### config.mk
export PLATFORM = sky130hd
export DESIGN_NAME = memory_oam_dma
export DESIGN_NICKNAME = d
export VERILOG_FILES = /design/src/rtl/memory_oam_dma.sv
export SDC_FILE = /design/constraint.sdc
export NUM_CORES = 1
export LEC_CHECK = 0
export CAP_MARGIN = 20
export CORE_ASPECT_RATIO = 2
export CORE_UTILIZATION = 45
export CTS_CLUSTER_DIAMETER = 100
export DETAILED_ROUTE_END_ITERATION = 6
export PLACE_DENSITY = 0.81
export SLEW_MARGIN = 0
export SYNTH_ARGS = -nofsm -noshare
export SYNTH_HDL_FRONTEND = slang
export SYNTH_SLANG_ARGS = --single-unit
### constraint.sdc
create_clock -name clock -period 3.5 [get_ports clock]
set_clock_uncertainty 0.15 [all_clocks]
set_input_delay 0.7 -clock clock [delete_from_list [all_inputs] [get_ports clock]]
set_output_delay 0.7 -clock clock [all_outputs]
set_load 0.1 [all_outputs]
### src/rtl/memory_oam_dma.sv
// OAM DMA engine and CPU/bus arbiter; optional DMA_CPU_LOCKOUT_EN selects
// hardware-style CPU lockout instead of cycle stealing.
module memory_oam_dma #(
  parameter logic [15:0] DMA_REG_ADDR = 16'hFF46,
  parameter logic [15:0] OAM_BASE     = 16'hFE00,
  parameter int          XFER_LEN     = 160
) (
  input  logic        clock,
  input  logic        reset,
  input  logic [15:0] cpu_address,
  input  logic [7:0]  cpu_data_out,
  output logic [7:0]  cpu_data_in,
  input  logic        cpu_nread,
  input  logic        cpu_nwrite,
  output logic [15:0] bus_address,
  output logic [7:0]  bus_data_out,
  output logic        bus_data_oe,
  input  logic [7:0]  bus_data_in,
  output logic        bus_nread,
  output logic        bus_nwrite,
  output logic        dma_active
);

  localparam logic [7:0] LAST = 8'(XFER_LEN - 1);

  typedef enum logic [1:0] {
    IDLE,
    START,
    READ,
    WRITE
  } state_t;

  state_t      state;
  state_t      state_nx;
  logic [7:0]  src_reg;
  logic [7:0]  count;
  logic [7:0]  data_latch;
  logic [7:0]  last_out;
  logic [7:0]  src_eff;
  logic        reg_hit;
  logic        reg_wr;
  logic        cpu_req;
  logic        cpu_grant;
  logic        hold;
  logic        xfer;

  assign reg_hit    = cpu_address == DMA_REG_ADDR;
  assign reg_wr     = reg_hit & ~cpu_nwrite;
  assign cpu_req    = ~cpu_nread | ~cpu_nwrite;
  assign xfer       = (state == READ) | (state == WRITE);
  assign dma_active = state != IDLE;

  // Echo RAM sources fold back onto WRAM (E0 -> C0)
  assign src_eff = (src_reg >= 8'hE0) ? (src_reg & 8'hDF) : src_reg;

`ifdef DMA_CPU_LOCKOUT_EN
  assign hold      = 1'b0;
  assign cpu_grant = state == IDLE;
`else
  assign hold      = xfer & cpu_req & ~reg_hit;
  assign cpu_grant = (state == IDLE) | (state == START) | hold;
`endif

  always_ff @(posedge clock) begin
    if (reset) state <= IDLE;
    else       state <= state_nx;
  end

  always_comb begin
    state_nx = state;
    if (reg_wr) begin
      state_nx = START;
    end else if (!hold) begin
      unique case (state)
        IDLE:    state_nx = IDLE;
        START:   state_nx = READ;
        READ:    state_nx = WRITE;
        WRITE:   state_nx = (count == LAST) ? IDLE : READ;
        default: state_nx = IDLE;
      endcase
    end
  end

  always_ff @(posedge clock) begin
    if (reset) begin
      src_reg    <= 8'h00;
      count      <= 8'h00;
      data_latch <= 8'h00;
      last_out   <= 8'h00;
    end else begin
      if (reg_wr) begin
        src_reg <= cpu_data_out;
        count   <= 8'h00;
      end else if (!hold && state == WRITE) begin
        count <= count + 8'd1;
      end
      if (!hold && state == READ) data_latch <= bus_data_in;
      if (!bus_nwrite) last_out <= bus_data_out;
    end
  end

  always_comb begin
    bus_address  = cpu_address;
    bus_nread    = 1'b1;
    bus_nwrite   = 1'b1;
    bus_data_oe  = 1'b0;
    bus_data_out = last_out;
    unique case (1'b1)
      cpu_grant & reg_hit: ;
      cpu_grant & ~reg_hit: begin
        bus_nread    = cpu_nread;
        bus_nwrite   = cpu_nwrite;
        bus_data_out = cpu_data_out;
        bus_data_oe  = ~cpu_nwrite;
      end
      ~cpu_grant & (state == READ): begin
        bus_address = {src_eff, 8'h00} + {8'h00, count};
        bus_nread   = 1'b0;
      end
      ~cpu_grant & (state == WRITE): begin
        bus_address  = OAM_BASE + {8'h00, count};
        bus_nwrite   = 1'b0;
        bus_data_oe  = 1'b1;
        bus_data_out = data_latch;
      end
      default: ;
    endcase
  end

  always_comb begin
    cpu_data_in = bus_data_in;
    if (reg_hit) begin
      cpu_data_in = src_reg;
    end else begin
`ifdef DMA_CPU_LOCKOUT_EN
      if (dma_active) cpu_data_in = 8'hFF;
`endif
    end
  end

endmodule
==> results by group <==
Outcome
  • Status: finished with violations
  • Failing checks: setup timing

Power and ir drop
  • Design internal power: 0.0007149 W
  • Sequential power share: 34.8%
  • Pwr Total: 0.001146 W
  • Clock share of power: 27.4%
  • Comb power frac: 37.8%
  • Leak pwr: 1.294 nW
  • Switching power: 0.0004310 W
  • Sw Ratio: 37.61%
  • Peak VDD IR: 0.2959 mV
  • Pwr Density: 344.9 nW/um^2

Drt
  • DRC violation count after routing: 0
  • Post-route ant nets: 0
  • Drt pass-1 iters: 5
  • WL/cell: 18.12 um
  • Final wirelength: 6903 um
  • Drt initial violations: 87
  • Via count: 2258
  • Via/cell ratio: 5.927

Setup path
  • WP data arrival: 2.66 ns
  • Worst Path Required: 2.65 ns
  • Worst Path Class, Setup: input pin to output pin
  • Crit path capture type: output pin
  • Worst-path fanout max: 6
  • Critical Path Start Type: input pin

Timing
  • Measured slew at the worst slew-check pin: 0.5203 ns
  • Slew Limit Fails: 0
  • Fmax: 284.9 MHz
  • Final count of negative-setup-slack endpoints: 6
  • Slew HR: 64.82%
  • Final Critical Period: 3.510 ns
  • Hold Slack: 0.3304 ns
  • Fin crit share: 100.3%
  • Hold Fails Final Rpt: 0
  • RSZ-0062 raised after global routing: true
  • Final worst slack: -0.01037 ns
  • Setup TNS: -0.04564 ns

Synthesis
  • Unique cell type count in the Yosys netlist: 39
  • Seq cells post-synth: 34
  • Seq/Total Area, Yosys: 34.15%
  • Largest area contributor in the netlist: dfxtp_1
  • Mapped Cells: 243
  • Synth warnings: 0
  • Share of the synthesized area in the top cell type: 34.15%
  • Synthesized cell area: 1993 sq um
  • Net Count, Synth: 280
  • Largest cells by area after synthesis: dfxtp_1 34%, nand2_1 12%, nand3_1 4.8%
  • Avg Cell Area, Syn: 8.202 sq um

Hold path
  • Tightest Hold Check Type: flip-flop to flip-flop

Die
  • Core Box Area: 4170 sq um
  • Die W: 49.06 um
  • Io pins: 72
  • DIE HEIGHT: 96.12 um
  • Rows: 33
  • Starting Density: 47.79%
  • DIE AREA: 4716 sq um

Clock tree
  • Clock latency at the later pin of the worst-skew pair: 0.29 ns
  • Clock buffer depth: 2
  • CTS sink cnt: 34
  • Worst-path clk slew: 0.07 ns
  • H-tree depth: 2
  • Cts bufs inserted: 5
  • Hold_buf cts: 0
  • CTS tree: yes
  • Clk root buf: clkbuf_8

Global routing
  • All-Layer GR Usage: 29.98%
  • Vias in the first global route: 2319
  • Largest net degree at the start of global routing: 27
  • Global-route wire length before repair: 10620 um
  • Initial antenna violation count: 0
  • GRT overflow: 0

Placement
  • Port Buffers: 71
  • Placed Area: 3187 sq um
  • RD Place Congestion: 0.9155
  • Dpl hpwl: 5245 um

Final layout
  • Final Net Count: 365
  • Layout cells sized above 1: 27.36%
  • Post-synthesis to final-layout area growth: 66.67%
  • ANT cells: 0
  • Final Cell Area: 3322 sq um
  • Util after Layout: 79.66%

Run
  • MaxCap Viol Count: 0
cells in the final DEF, fill, tap and decap left out, drive strengths merged, types with 8 or more instances in the layout:
master | synthesis | final
mux2 | 8 | 8
nand3 | 19 | 19
mux2i | 9 | 9
a41oi | 9 | 9
o21bai | 8 | 8
nor2 | 21 | 21
clkdlybuf4s50 | 0 | 33
a21oi | 12 | 12
dfxtp | 34 | 34
nand2 | 67 | 67
buf | 8 | 56
worst max-delay path, stage by stage:
cell,delay [ns]
clkdlybuf4s50_1,0.43
and4bb_2,0.39
nand4_4,0.13
a21oi_2,0.23
nand3b_1,0.28
o22a_1,0.30
buf_12,0.18
timing repair:
item / 4_1_cts / 5_1_grt
gates resized for setup: 0 / 8
endpoints found under the setup margin: 16 / 26
setup buffers: 1 / 1
pin swaps: 3 / 11
path summary, 6_finish.rpt:
| kind | start | to | slack [ns] | cells past startpoint |
|---|---|---|---|---|
| max | cpu_address[0] | bus_address[14] | -0.01 | 7 |
| min | src_reg[3]$_SDFFE_PP0P_ | src_reg[3]$_SDFFE_PP0P_ | 0.33 | 2 |
| max reg2reg | state[0]$_SDFFE_PP0P_ | state[1]$_SDFFE_PP0N_ | 1.45 | 6 |
| min reg2reg | src_reg[3]$_SDFFE_PP0P_ | src_reg[3]$_SDFFE_PP0P_ | 0.33 | 2 |
stage by stage:
step | setup slack [ns] | instances
floorplan | -0.1225 | 243
global placement | 0.02897 | 371
detailed placement | -0.002578 | 371
CTS | 0.007953 | 380
global route | -0.003834 | 381
finish | -0.01037 | 381
power groups by stage:
stage	clock network, W	logic [W]	registers [W]
after floorplan	0	0.000227	0.000406
after detailed placement	0	0.000430	0.000407
after CTS	0.000315	0.000432	0.000398
after global placement	0	0.000427	0.000407
final	0.000314	0.000433	0.000399
after global routing	0.000333	0.000443	0.000399
logic make-up (layout without fill, tap and decap cells):
family	after synthesis	in the layout	synth area share, %
adders and majority gates	1	1	0.6276
muxes	17	17	9.040
DFF	34	34	34.15
AOI/OAI and AO/OA	46	46	20.78
xor gates and xnor gates	7	7	3.076
buffers and inverters	18	104	4.583
and+or+nand+nor	120	120	27.75
cells in the mapped netlist (all sizes together):
master	count
o221ai	1
dfxtp	34
mux2	8
o22ai	1
nor4b	2
a211oi	3
inv	5
or2	1
a21oi	12
a2bb2oi	1
and4bb	1
nand3b	1
nand2	67
o21ai	1
xnor2	7
nand3	19
o21bai	8
a2111oi	4
nand2b	2
o22a	6
and4	3
ha	1
mux2i	9
a41oi	9
and2	1
nor2	21
clkbuf	5
nand4	2
buf	8
layout make-up:
cell class / instances / area [sq um]
multi-input combinational: 191 / 1237
sequential: 34 / 680.7
tap: 52 / 65.06
clock inverter: 2 / 12.51
timing repair buffer: 91 / 1221
clock buffer: 6 / 82.58
inverter: 5 / 22.52
fill: 264 / 848.3
per-layer routing:
metal  routed length [um]  global-route usage, %  part of all wire (%)  vias to the layer above
met5                    0                      0                     0                        -
met4                  369                  19.61                   5.3                        0
met3                  371                  4.581                   5.4                       34
met2                 3845                  59.70                    56                      132
met1                 2316                  26.88                    34                     1065
li1                     -                      -                     -                     1027
No activity file was read; power rests on OpenSTA's default activity.
